<file path="src/rtl/sram_bist_master_pkg.sv">
// Shared definitions for the RTAP-side SRAM BIST debug-bus master.
// Holds the BIST command encodings, bus widths and the master FSM state type.
package sram_bist_master_pkg;

  localparam int unsigned BIST_OP_WIDTH          = 3;
  localparam int unsigned SRAM_WRAPPER_BUS_WIDTH = 4;
  localparam int unsigned JTAG_DATA_REQ_WIDTH    = 192;
  localparam int unsigned JTAG_DATA_RES_WIDTH    = 256;

  localparam logic [BIST_OP_WIDTH-1:0] BIST_OP_NOP           = 3'd0;
  localparam logic [BIST_OP_WIDTH-1:0] BIST_OP_SHIFT_ID      = 3'd1;
  localparam logic [BIST_OP_WIDTH-1:0] BIST_OP_SHIFT_BSEL    = 3'd2;
  localparam logic [BIST_OP_WIDTH-1:0] BIST_OP_SHIFT_ADDRESS = 3'd3;
  localparam logic [BIST_OP_WIDTH-1:0] BIST_OP_SHIFT_DATA    = 3'd4;
  localparam logic [BIST_OP_WIDTH-1:0] BIST_OP_READ          = 3'd5;
  localparam logic [BIST_OP_WIDTH-1:0] BIST_OP_WRITE         = 3'd6;

  typedef enum logic [3:0] {
    IDLE, SH_ID, SH_BSEL, SH_ADDR, OP, RD_WAIT, RD_SHIFT, RD_LAST,
    WR_SHIFT, WR_DRAIN, RESP
  } bist_state_t;

  // Bus command driven for the whole time the FSM sits in a state.
  function automatic logic [BIST_OP_WIDTH-1:0] state_cmd(bist_state_t s);
    unique case (s)
      SH_ID:              return BIST_OP_SHIFT_ID;
      SH_BSEL:            return BIST_OP_SHIFT_BSEL;
      SH_ADDR:            return BIST_OP_SHIFT_ADDRESS;
      OP:                 return BIST_OP_READ;
      RD_SHIFT, WR_SHIFT: return BIST_OP_SHIFT_DATA;
      default:            return BIST_OP_NOP;
    endcase
  endfunction

  // States whose data nibbles come from the TX shift register.
  function automatic logic state_streams(bist_state_t s);
    return (s == SH_ID) || (s == SH_BSEL) || (s == SH_ADDR) || (s == WR_SHIFT);
  endfunction

endpackage

</file>
<file path="src/rtl/sram_bist_master_shifter.sv">
// bist_nibble_shifter: parallel-load, MSB-first nibble shift register.
// Ports: clk, rst (sync, active-high), load/load_value (parallel load, wins
// over shift), shift/nib_in (shift left one nibble, nib_in enters at the LSB),
// value (current register contents; top nibble is the next one to send).
module bist_nibble_shifter
  import sram_bist_master_pkg::*;
#(
  parameter int unsigned WIDTH = 224
) (
  input  logic                              clk,
  input  logic                              rst,
  input  logic                              load,
  input  logic [WIDTH-1:0]                  load_value,
  input  logic                              shift,
  input  logic [SRAM_WRAPPER_BUS_WIDTH-1:0] nib_in,
  output logic [WIDTH-1:0]                  value
);

  always_ff @(posedge clk) begin
    if (rst) begin
      value <= '0;
    end else if (load) begin
      value <= load_value;
    end else if (shift) begin
      value <= {value[WIDTH-SRAM_WRAPPER_BUS_WIDTH-1:0], nib_in};
    end
  end

endmodule

</file>
<file path="src/rtl/sram_bist_master.sv">
// sram_bist_master: serialises one read/write request onto the nibble-wide
// SRAM wrapper BIST bus and, for reads, collects the 64-nibble response.
// Ports: clk, rst (sync, active-high); req_* request handshake and fields;
// rsp_* response handshake and read data; bist_command/bist_data drive the
// broadcast BIST bus; bist_rdata is the returned read nibble stream.
module sram_bist_master
  import sram_bist_master_pkg::*;
#(
  parameter int unsigned WR_NIBBLES = 48,
  parameter int unsigned RD_NIBBLES = 64
) (
  input  logic                              clk,
  input  logic                              rst,
  input  logic                              req_valid,
  output logic                              req_ready,
  input  logic                              req_write,
  input  logic [7:0]                        req_id,
  input  logic [7:0]                        req_bsel,
  input  logic [15:0]                       req_addr,
  input  logic [JTAG_DATA_REQ_WIDTH-1:0]    req_wdata,
  output logic                              rsp_valid,
  input  logic                              rsp_ready,
  output logic [JTAG_DATA_RES_WIDTH-1:0]    rsp_rdata,
  output logic [BIST_OP_WIDTH-1:0]          bist_command,
  output logic [SRAM_WRAPPER_BUS_WIDTH-1:0] bist_data,
  input  logic [SRAM_WRAPPER_BUS_WIDTH-1:0] bist_rdata
);

  localparam int unsigned TX_WIDTH = 32 + JTAG_DATA_REQ_WIDTH;

  bist_state_t state, nxt_state;
  logic [5:0]  cnt;
  logic        is_write;
  logic        accept;
  logic        tx_shift, rx_shift;
  logic [TX_WIDTH-1:0]            tx_value;
  logic [TX_WIDTH-1:0]            tx_load_value;
  logic [SRAM_WRAPPER_BUS_WIDTH-1:0] tx_top;

  // Cycles spent in a state, minus one.
  function automatic logic [5:0] state_len(bist_state_t s);
    unique case (s)
      SH_ID, SH_BSEL, WR_DRAIN: return 6'd1;
      SH_ADDR:                  return 6'd3;
      RD_SHIFT:                 return 6'(RD_NIBBLES - 2);
      WR_SHIFT:                 return 6'(WR_NIBBLES - 1);
      default:                  return 6'd0;
    endcase
  endfunction

  assign accept = req_valid && req_ready;

  // The first ID nibble goes straight to bist_data on acceptance, so the TX
  // register is loaded already advanced by one nibble (zero pad at the LSB).
  assign tx_load_value = {req_id[3:0], req_bsel, req_addr, req_wdata, 4'h0};
  assign tx_top        = tx_value[TX_WIDTH-1 -: SRAM_WRAPPER_BUS_WIDTH];
  assign tx_shift      = state_streams(state);
  assign rx_shift      = (state == RD_SHIFT) || (state == RD_LAST);

  bist_nibble_shifter #(.WIDTH(TX_WIDTH)) u_tx (
    .clk        (clk),
    .rst        (rst),
    .load       (accept),
    .load_value (tx_load_value),
    .shift      (tx_shift),
    .nib_in     ('0),
    .value      (tx_value)
  );

  // Cleared on every acceptance, so a write response reads back as zero.
  bist_nibble_shifter #(.WIDTH(JTAG_DATA_RES_WIDTH)) u_rx (
    .clk        (clk),
    .rst        (rst),
    .load       (accept),
    .load_value ('0),
    .shift      (rx_shift),
    .nib_in     (bist_rdata),
    .value      (rsp_rdata)
  );

  always_comb begin
    nxt_state = state;
    unique case (state)
      SH_ID:    nxt_state = SH_BSEL;
      SH_BSEL:  nxt_state = SH_ADDR;
      SH_ADDR:  nxt_state = is_write ? WR_SHIFT : OP;
      OP:       nxt_state = RD_WAIT;
      RD_WAIT:  nxt_state = RD_SHIFT;
      RD_SHIFT: nxt_state = RD_LAST;
      RD_LAST:  nxt_state = RESP;
      WR_SHIFT: nxt_state = WR_DRAIN;
      WR_DRAIN: nxt_state = RESP;
      default:  nxt_state = state;
    endcase
  end

  always_ff @(posedge clk) begin
    if (rst) begin
      state        <= IDLE;
      cnt          <= '0;
      is_write     <= 1'b0;
      req_ready    <= 1'b1;
      rsp_valid    <= 1'b0;
      bist_command <= BIST_OP_NOP;
      bist_data    <= '0;
    end else begin
      unique case (state)
        IDLE: begin
          if (accept) begin
            state        <= SH_ID;
            cnt          <= state_len(SH_ID);
            is_write     <= req_write;
            req_ready    <= 1'b0;
            bist_command <= BIST_OP_SHIFT_ID;
            bist_data    <= req_id[7:4];
          end
        end
        RESP: begin
          if (rsp_ready) begin
            state     <= IDLE;
            req_ready <= 1'b1;
            rsp_valid <= 1'b0;
          end
        end
        default: begin
          if (cnt != 6'd0) begin
            cnt       <= cnt - 6'd1;
            bist_data <= state_streams(state) ? tx_top : '0;
          end else begin
            state        <= nxt_state;
            cnt          <= state_len(nxt_state);
            bist_command <= state_cmd(nxt_state);
            bist_data    <= state_streams(nxt_state) ? tx_top : '0;
            rsp_valid    <= (nxt_state == RESP);
          end
        end
      endcase
    end
  end

endmodule

</file>
<file path="config.mk">
export PLATFORM = sky130hd
export DESIGN_NAME = sram_bist_master
export DESIGN_NICKNAME = d
export VERILOG_FILES = /design/src/rtl/sram_bist_master_pkg.sv /design/src/rtl/sram_bist_master_shifter.sv /design/src/rtl/sram_bist_master.sv
export SDC_FILE = /design/constraint.sdc
export NUM_CORES = 1
export LEC_CHECK = 0
export ABC_AREA = 1
export BUFFER_PORTS_ARGS = -buffer_cell sky130_fd_sc_hd__buf_2
export CELL_PAD_IN_SITES_DETAIL_PLACEMENT = 2
export CELL_PAD_IN_SITES_GLOBAL_PLACEMENT = 2
export CORE_MARGIN = 4
export CORE_UTILIZATION = 27
export DETAILED_ROUTE_END_ITERATION = 12
export GPL_TIMING_DRIVEN = 0
export HOLD_SLACK_MARGIN = 0.06
export PLACE_DENSITY = 0.86
export SYNTH_ARGS = -nofsm -noshare
export SYNTH_HDL_FRONTEND = slang
export SYNTH_SLANG_ARGS = --single-unit
</file>
<file path="constraint.sdc">
create_clock -name clk -period 1.5 [get_ports clk]
set_input_delay 0.15 -clock clk [delete_from_list [all_inputs] [get_ports clk]]
set_output_delay 0.15 -clock clk [all_outputs]
set_load 0.01 [all_outputs]
</file>
Word-level counts from Yosys, hierarchy flattened
Index checks and enable logic that the tools add are counted.
{ "totals": {"reg_bits": 496, "out_inout_bits": 265} }
{ "op_classes": {"addsub": 1, "n_eq_ne": 23, "n_mux": 27, "n_bitwise": 2, "n_reduce_logical": 22} }
{ "ops": {"columns": ["cell", "count"], "rows": [
  ["$mux W224", 2],
  ["$mux W4", 8],
  ["$pmux W4 S8", 1],
  ["$eq A4 B3 Y1 const B", 6],
  ["$eq A4 B4 Y1 const B", 6],
  ["$pmux W6 S4", 1],
  ["$eq A4 B2 Y1 const B", 4],
  ["$pmux W4 S2", 2],
  ["$pmux W3 S5", 1],
  ["$mux W6", 2],
  ["$pmux W6 S2", 1],
  ["$reduce_and A3 Y1", 4],
  ["$eq A4 B1 Y1 const B", 2],
  ["$logic_or A1 B1 Y1", 7],
  ["$mux W3", 2],
  ["$pmux W3 S2", 1],
  ["$reduce_bool A6 Y1", 1],
  ["$reduce_or A2 Y1", 3],
  ["$sub A6 B1 Y6 const B", 1],
  ["$logic_not A4 Y1", 1],
  ["$mux W1", 4],
  ["$ne A2 B1 Y1 const B", 2],
  ["$ne A2 B2 Y1 const B", 2],
  ["$pmux W1 S2", 2],
  ["6 further kinds", 9]
]} }

Logic depth before layout (Yosys ltp)
{ "logic_depth": {"ltp_word": 10, "mapped_depth": 9, "mapped_depth_nobuf": 9} }

Modules after synthesis
From an unflattened synthesis, not the netlist that was laid out.
{ "hier_totals": {"cells_unflattened": 3847, "hier_area_um2": 24492.2} }
{ "modules_own_cells": {"columns": ["module", "instances", "cells_each", "area_each_um2", "seq_area_each_um2"], "rows": [
  ["bist_nibble_shifter at u_rx", 1, 1939, 12426.9, 5124.9],
  ["bist_nibble_shifter at u_tx", 1, 1696, 10687.8, 4484.3],
  ["sram_bist_master", 1, 212, 1377.6, 400.4]
]} }

Worst setup path after synthesis
No wires, ideal clock.
{ "synth_timing": {"kind": "reg2reg", "startpoint": "register cnt[0]", "endpoint": "register cnt[5]", "setup_ns": 0.128, "arrival_time_ns": 1.376, "required_ns": 1.372, "path_slack_ns": -0.004, "path_stages_with_launch": 10, "n_path_buf": 0, "period_less_slack_ns": 1.504, "path_cell_list": "dfxtp_1 inv_1 ha_1 nand2_1 nor2_1 nand3_1 nand2_1 nor2_1 nor2_1 nor2_1"} }
{ "synth_via": {"elab_chain_cells": 3, "elab_cells_between_ends": 4, "cone_classes": "add/sub: 1; mux: 2; reduce/logical: 1"} }
{ "synth_lines": {"columns": ["item", "line_no", "rtl"], "rows": [
  ["start, declared", "sram_bist_master.sv:32", "logic [5:0] cnt;"],
  ["start signal, assigned", "sram_bist_master.sv:111", "cnt <= state_len(SH_ID);"],
  ["start signal, assigned", "sram_bist_master.sv:127", "cnt <= cnt - 6'd1;"],
  ["start signal, assigned", "sram_bist_master.sv:131", "cnt <= state_len(nxt_state);"],
  ["$sub A6 B1 Y6 or $reduce_bool A6 Y1 (tied branches)", "sram_bist_master.sv:127, sram_bist_master.sv:126", null],
  ["$mux W6 (*)", "sram_bist_master.sv:126", "if (cnt != 6'd0) begin"],
  ["$pmux W6 S2 (*)", "sram_bist_master.sv:107", "unique case (state)"]
]} }
Mark *: on every way between the ends. The rest lies on a longest branch, timed or not.
A chain may end at the register's enable or synchronous reset.

Worst setup path after layout
{ "layout_timing": {"startpoint": "register state[0]", "endpoint": "register u_tx.value[135]"} }
{ "layout_via": {"elab_chain_cells": 5, "elab_cells_between_ends": 8, "cone_classes": "eq/ne: 4; reduce/logical: 4"} }
{ "layout_lines": {"columns": ["item", "line_no", "rtl"], "rows": [
  ["start, declared", "sram_bist_master.sv:31", "bist_state_t state, nxt_state;"],
  ["start signal, assigned", "sram_bist_master.sv:130", "state <= nxt_state;"],
  ["$eq A4 B1 Y1 or $eq A4 B2 Y1 (tied branches)", "sram_bist_master_pkg.sv:37", "return (s == SH_ID) || (s == SH_BSEL) || (s == SH_ADDR) || (s == WR_SHIFT);"],
  ["$logic_or A1 B1 Y1 (2 in a row)", "sram_bist_master_pkg.sv:37", null],
  ["$logic_or A1 B1 Y1 (*)", "sram_bist_master_pkg.sv:37", null],
  ["$reduce_bool A2 Y1 (no source line) (*)", null, null],
  ["end signal, assigned", "sram_bist_master_shifter.sv:23", "value <= load_value;"],
  ["end signal, assigned", "sram_bist_master_shifter.sv:25", "value <= {value[WIDTH-SRAM_WRAPPER_BUS_WIDTH-1:0], nib_in};"],
  ["end, declared", "sram_bist_master_shifter.sv:16", "output logic [WIDTH-1:0] value"]
]} }
Marks and branches as above.

==> reports/results.txt <==
The total number of vias is 26,570. The setup path with the least slack is of type flip-flop to flip-flop. The startpoint of the worst hold path was req_valid.

The worst hold path was traced through 6 stages. Relative to the synthesized area, the layout overhead comes to 64.41%. The top cell type by area accounts for 51.22% of the synthesized area. In this run, CTS created clock tree buffers numbering 57. The final reports fail on setup timing. The count of unresolved DRC violations after routing came out at 0. The worst register-to-register path ends at u_tx.value[135]. In this run the tightest slew margin relative to its limit is 27.35%. The wire length per cell was 34.91 µm; the distinct cell type count of the synthesized netlist was 21. Measured along the x axis, the die boundary spans 276.0 µm. Dividing the detail-routed via count by the number of cells gives 5.960. The via count of the first global-routing pass was 26,640. Of the cells placed in the final design, the portion with a size suffix greater than 1 is 33.82%.

Once detail routing completed, the nets flagged for antenna violations numbered 0. The final sum of negative setup slack was -101.58 ns; the count of placed standard cells including taps was 3,992. The number of cell rows was 97; the clock latency at the later pin of the worst-skew pair was 0.65 ns. The logs give -0.8457 ns for the slack of the critical path and 3,644 for the layout net count. The worst path uses 156.4% of the clock period. Averaged over all synthesized cells, the footprint is 7.588 µm². The flow ran to the end, but the final reports show violations. Timing would allow up to 0.4263 GHz. Setup violations remaining at the end of the flow were counted as 486. The first routing iteration left 2,330 violations. The number of cells on the worst reg-to-reg path is 10. The tools report the final non-filler cell area as 31,880 µm². The number of antenna violations at the first check in global routing came out at 59. Once placement finished, the instance area stood at 23,050 µm². The count of state elements after synthesis was 496.

The path with the worst hold slack has its endpoint at u_rx.value[1]. The number of sinks on the clock net was 496; the fill cell instance count of the final layout was 7,572. The net count of the mapped netlist was 2,789. The pre-antenna-repair detailed-routing pass consisted of 5 iterations. STA classifies the critical path endpoint as a flip-flop. The H-tree was split into 2 levels. The cell count after synthesis came out at 2,555. The boundary pin count came out at 498.

Hold is met by 0.3561 ns. On the final layout, the worst clock skew is 0.04844 ns. Ranked by total cell area, the synthesized netlist is headed by dfxtp_1, nand2_1, nand3_1, a21oi_1, a31oi_1.

For the worst setup path, the data required time is 1.98 ns. The run gives -0.9598 ns as the pre-CTS worst setup slack. The synthesized design spends more area on one cell type than any other, namely dfxtp_1.

The maximum fanout count along the critical path was 10. The critical register-to-register path startpoint was state[0]. The half-perimeter wire length of the detailed placement result is 62.76 mm, and the pin count of the biggest net entering global routing is 16. The power per cell area is 1507 nW/µm². Hold violation count in the final report: 0. Setup repair after global routing could not meet its margin everywhere. The final routed wirelength across all metal layers was 155.6 mm. Setup slack on the worst reg-to-reg path comes out at -0.85 ns. The worst path in the final design needs a cycle of 2.346 ns, including I/O delays and setup. The maximum number of buffers from clock root to sink was 3. TritonCTS built the clock tree.

The worst min-delay path category is input pin to flip-flop. Port buffering added 497 buffers. The tools report the data arrival time at the worst-slack endpoint as 2.82 ns. In this run the clock root is driven by a clkbuf_16.

The count of max-cap constraint violations is 0, and the sequential-to-total area share from yosys stat is 51.22%. The overall overflow remaining after global route was 0. Element type at the critical path start: a flip-flop. The first global-routing pass estimated 171.1 mm of wire. Across every metal layer, demand over resource in global routing totals 29.30%.

The area of the mapped netlist was 19,390 µm²; the area enclosed by the die boundary was 76,160 µm². For this run, the number of Yosys warnings is 0. VDD sags by at most 1029 µV. At the end of routability-driven placement, the weighted congestion stood at 0.7957.

After floorplanning, the core was sized to cover 70,640 µm². After clock tree synthesis, the clock-pin slew on the worst setup and hold paths is 0.08 ns. Height of the die: 276.0 µm.

For the final count of pins violating max slew, the log shows 0. In this run the static leakage power is 0.01235 µW. Once the floorplan was initialized, standard cells occupied 27.45% of the core. The count of cells in the finished layout, fillers not included, comes to 4,457. For the pin with the worst max-slew slack, the measured transition is 1.090 ns.
cells in the final DEF, fill, tap and decap left out, types with 36 or more instances in the layout:
cell | Yosys | final
a21oi_1 | 276 | 242
a31oi_1 | 216 | 141
a31oi_4 | 0 | 51
buf_2 | 113 | 514
buf_4 | 3 | 43
buf_6 | 0 | 42
buf_8 | 0 | 45
clkbuf_1 | 113 | 36
clkbuf_16 | 0 | 80
clkbuf_4 | 0 | 44
dfxtp_1 | 496 | 489
diode_2 | 0 | 63
dlygate4sd3_1 | 0 | 231
nand2_1 | 757 | 635
nand2_2 | 2 | 61
nand2_4 | 0 | 57
nand3_1 | 507 | 466
nand3_2 | 0 | 38
through the flow:
step,util (%),total power (µW)
after floorplan,-,19940
after global placement,32.64,22610
after detailed placement,32.64,22870
after CTS,40.53,41030
after global routing,45.07,48740
final,45.13,48040
kinds of logic after synthesis:
family                   count (synthesis)  share of synthesized area (%)
adder cells (fa/ha/maj)                  1                        0.06453
buffers and inverters                  258                          5.782
AND/OR/NAND/NOR                       1298                          28.54
flip-flops                             496                          51.22
AO/OA/AOI/OAI                          501                          14.35
XOR/XNOR                                 1                        0.04518
routing by layer:
layer | share of wire (%) | track usage, % | wire (µm) | vias up
met5 | 0.047 | 0 | 73 | -
met4 | 12 | 20.85 | 18780 | 10
met3 | 8.8 | 6.281 | 13660 | 1036
met2 | 47 | 53.71 | 73280 | 1944
met1 | 32 | 29.37 | 49820 | 12990
li1 | - | - | - | 10590
sequential cells by signal (all words and copies together) (netlist names):
name	count
bist_command	3
bist_data	4
cnt	6
is_write	1
req_ready	1
rsp_valid	1
state	4
u_rx.value	256
u_tx.value	220
worst max-delay path by stage:
| stage | from | to | slack (ns) | cells past startpoint |
|---|---|---|---|---|
| 6_report | state[0] | u_tx.value[135] | -0.85 | 10 |
| 3_5_place_dp | req_ready | u_rx.value[63] | -0.96 | 6 |
| 3_3_place_gp | req_ready | u_rx.value[106] | -0.88 | 6 |
| 4_1_cts | state[1] | u_tx.value[172] | -0.15 | 11 |
| 2_1_floorplan | cnt[0] | state[2] | 0.008 | 6 |
| 5_1_grt | state[0] | u_tx.value[135] | -0.85 | 10 |
synth_stat cells:
cell type    n
clkinv_1     1
nand3b_1     1
nor2_2       3
buf_4        3
o21ai_0      7
a31oi_1    216
buf_1        6
nand2_2      2
nand3_1    507
ha_1         1
xor2_1       1
dfxtp_1    496
inv_2        2
a21oi_1    276
buf_2      113
nand4_1      4
o211ai_1     2
inv_1       20
nand2_1    757
clkbuf_1   113
nor2_1      24
cell type report:
type                    instances  area [µm²]  share of cell area (%)
clock inverters                14       234.0                  0.7340
repair buffers                798        5866                   18.40
plain buffers                 233        2273                   7.132
clock buffers                  89        1748                   5.484
flip-flops and latches        496        9948                   31.21
diodes                         63       157.7                  0.4946
multi-input cells            1801       10380                   32.55
well taps                     940        1176                   3.690
inverters                      23       96.34                  0.3022
report_power, final:
group | total (µW) | switching (µW) | internal, µW
Clock | 15800 | 6900 | 8880
Combinational | 16800 | 10600 | 6170
Sequential | 15500 | 1360 | 14200
Total | 48000 | 18800 | 29200
critical path, cell delays in order (launching register included):
cell     delay [ns]
dfxtp_4        0.38
nor2_4         0.19
inv_2          0.08
nand2_4        0.10
nand2_8        0.08
nor2_4         0.17
buf_12         0.16
buf_12         0.16
buf_6          0.18
nand2_1        0.07
a31oi_1        0.60
timing repair:
action                                  in CTS  in global routing
buffers inserted                            20                 24
pin swaps                                   17                 68
hold buffers                               231                  0
gates resized for setup                    333                619
gates cloned                                 7                 21
endpoints found under the setup margin     494                489
hold endpoints to repair                   234                  0
Note: power is estimated with default switching activity, not from simulation.
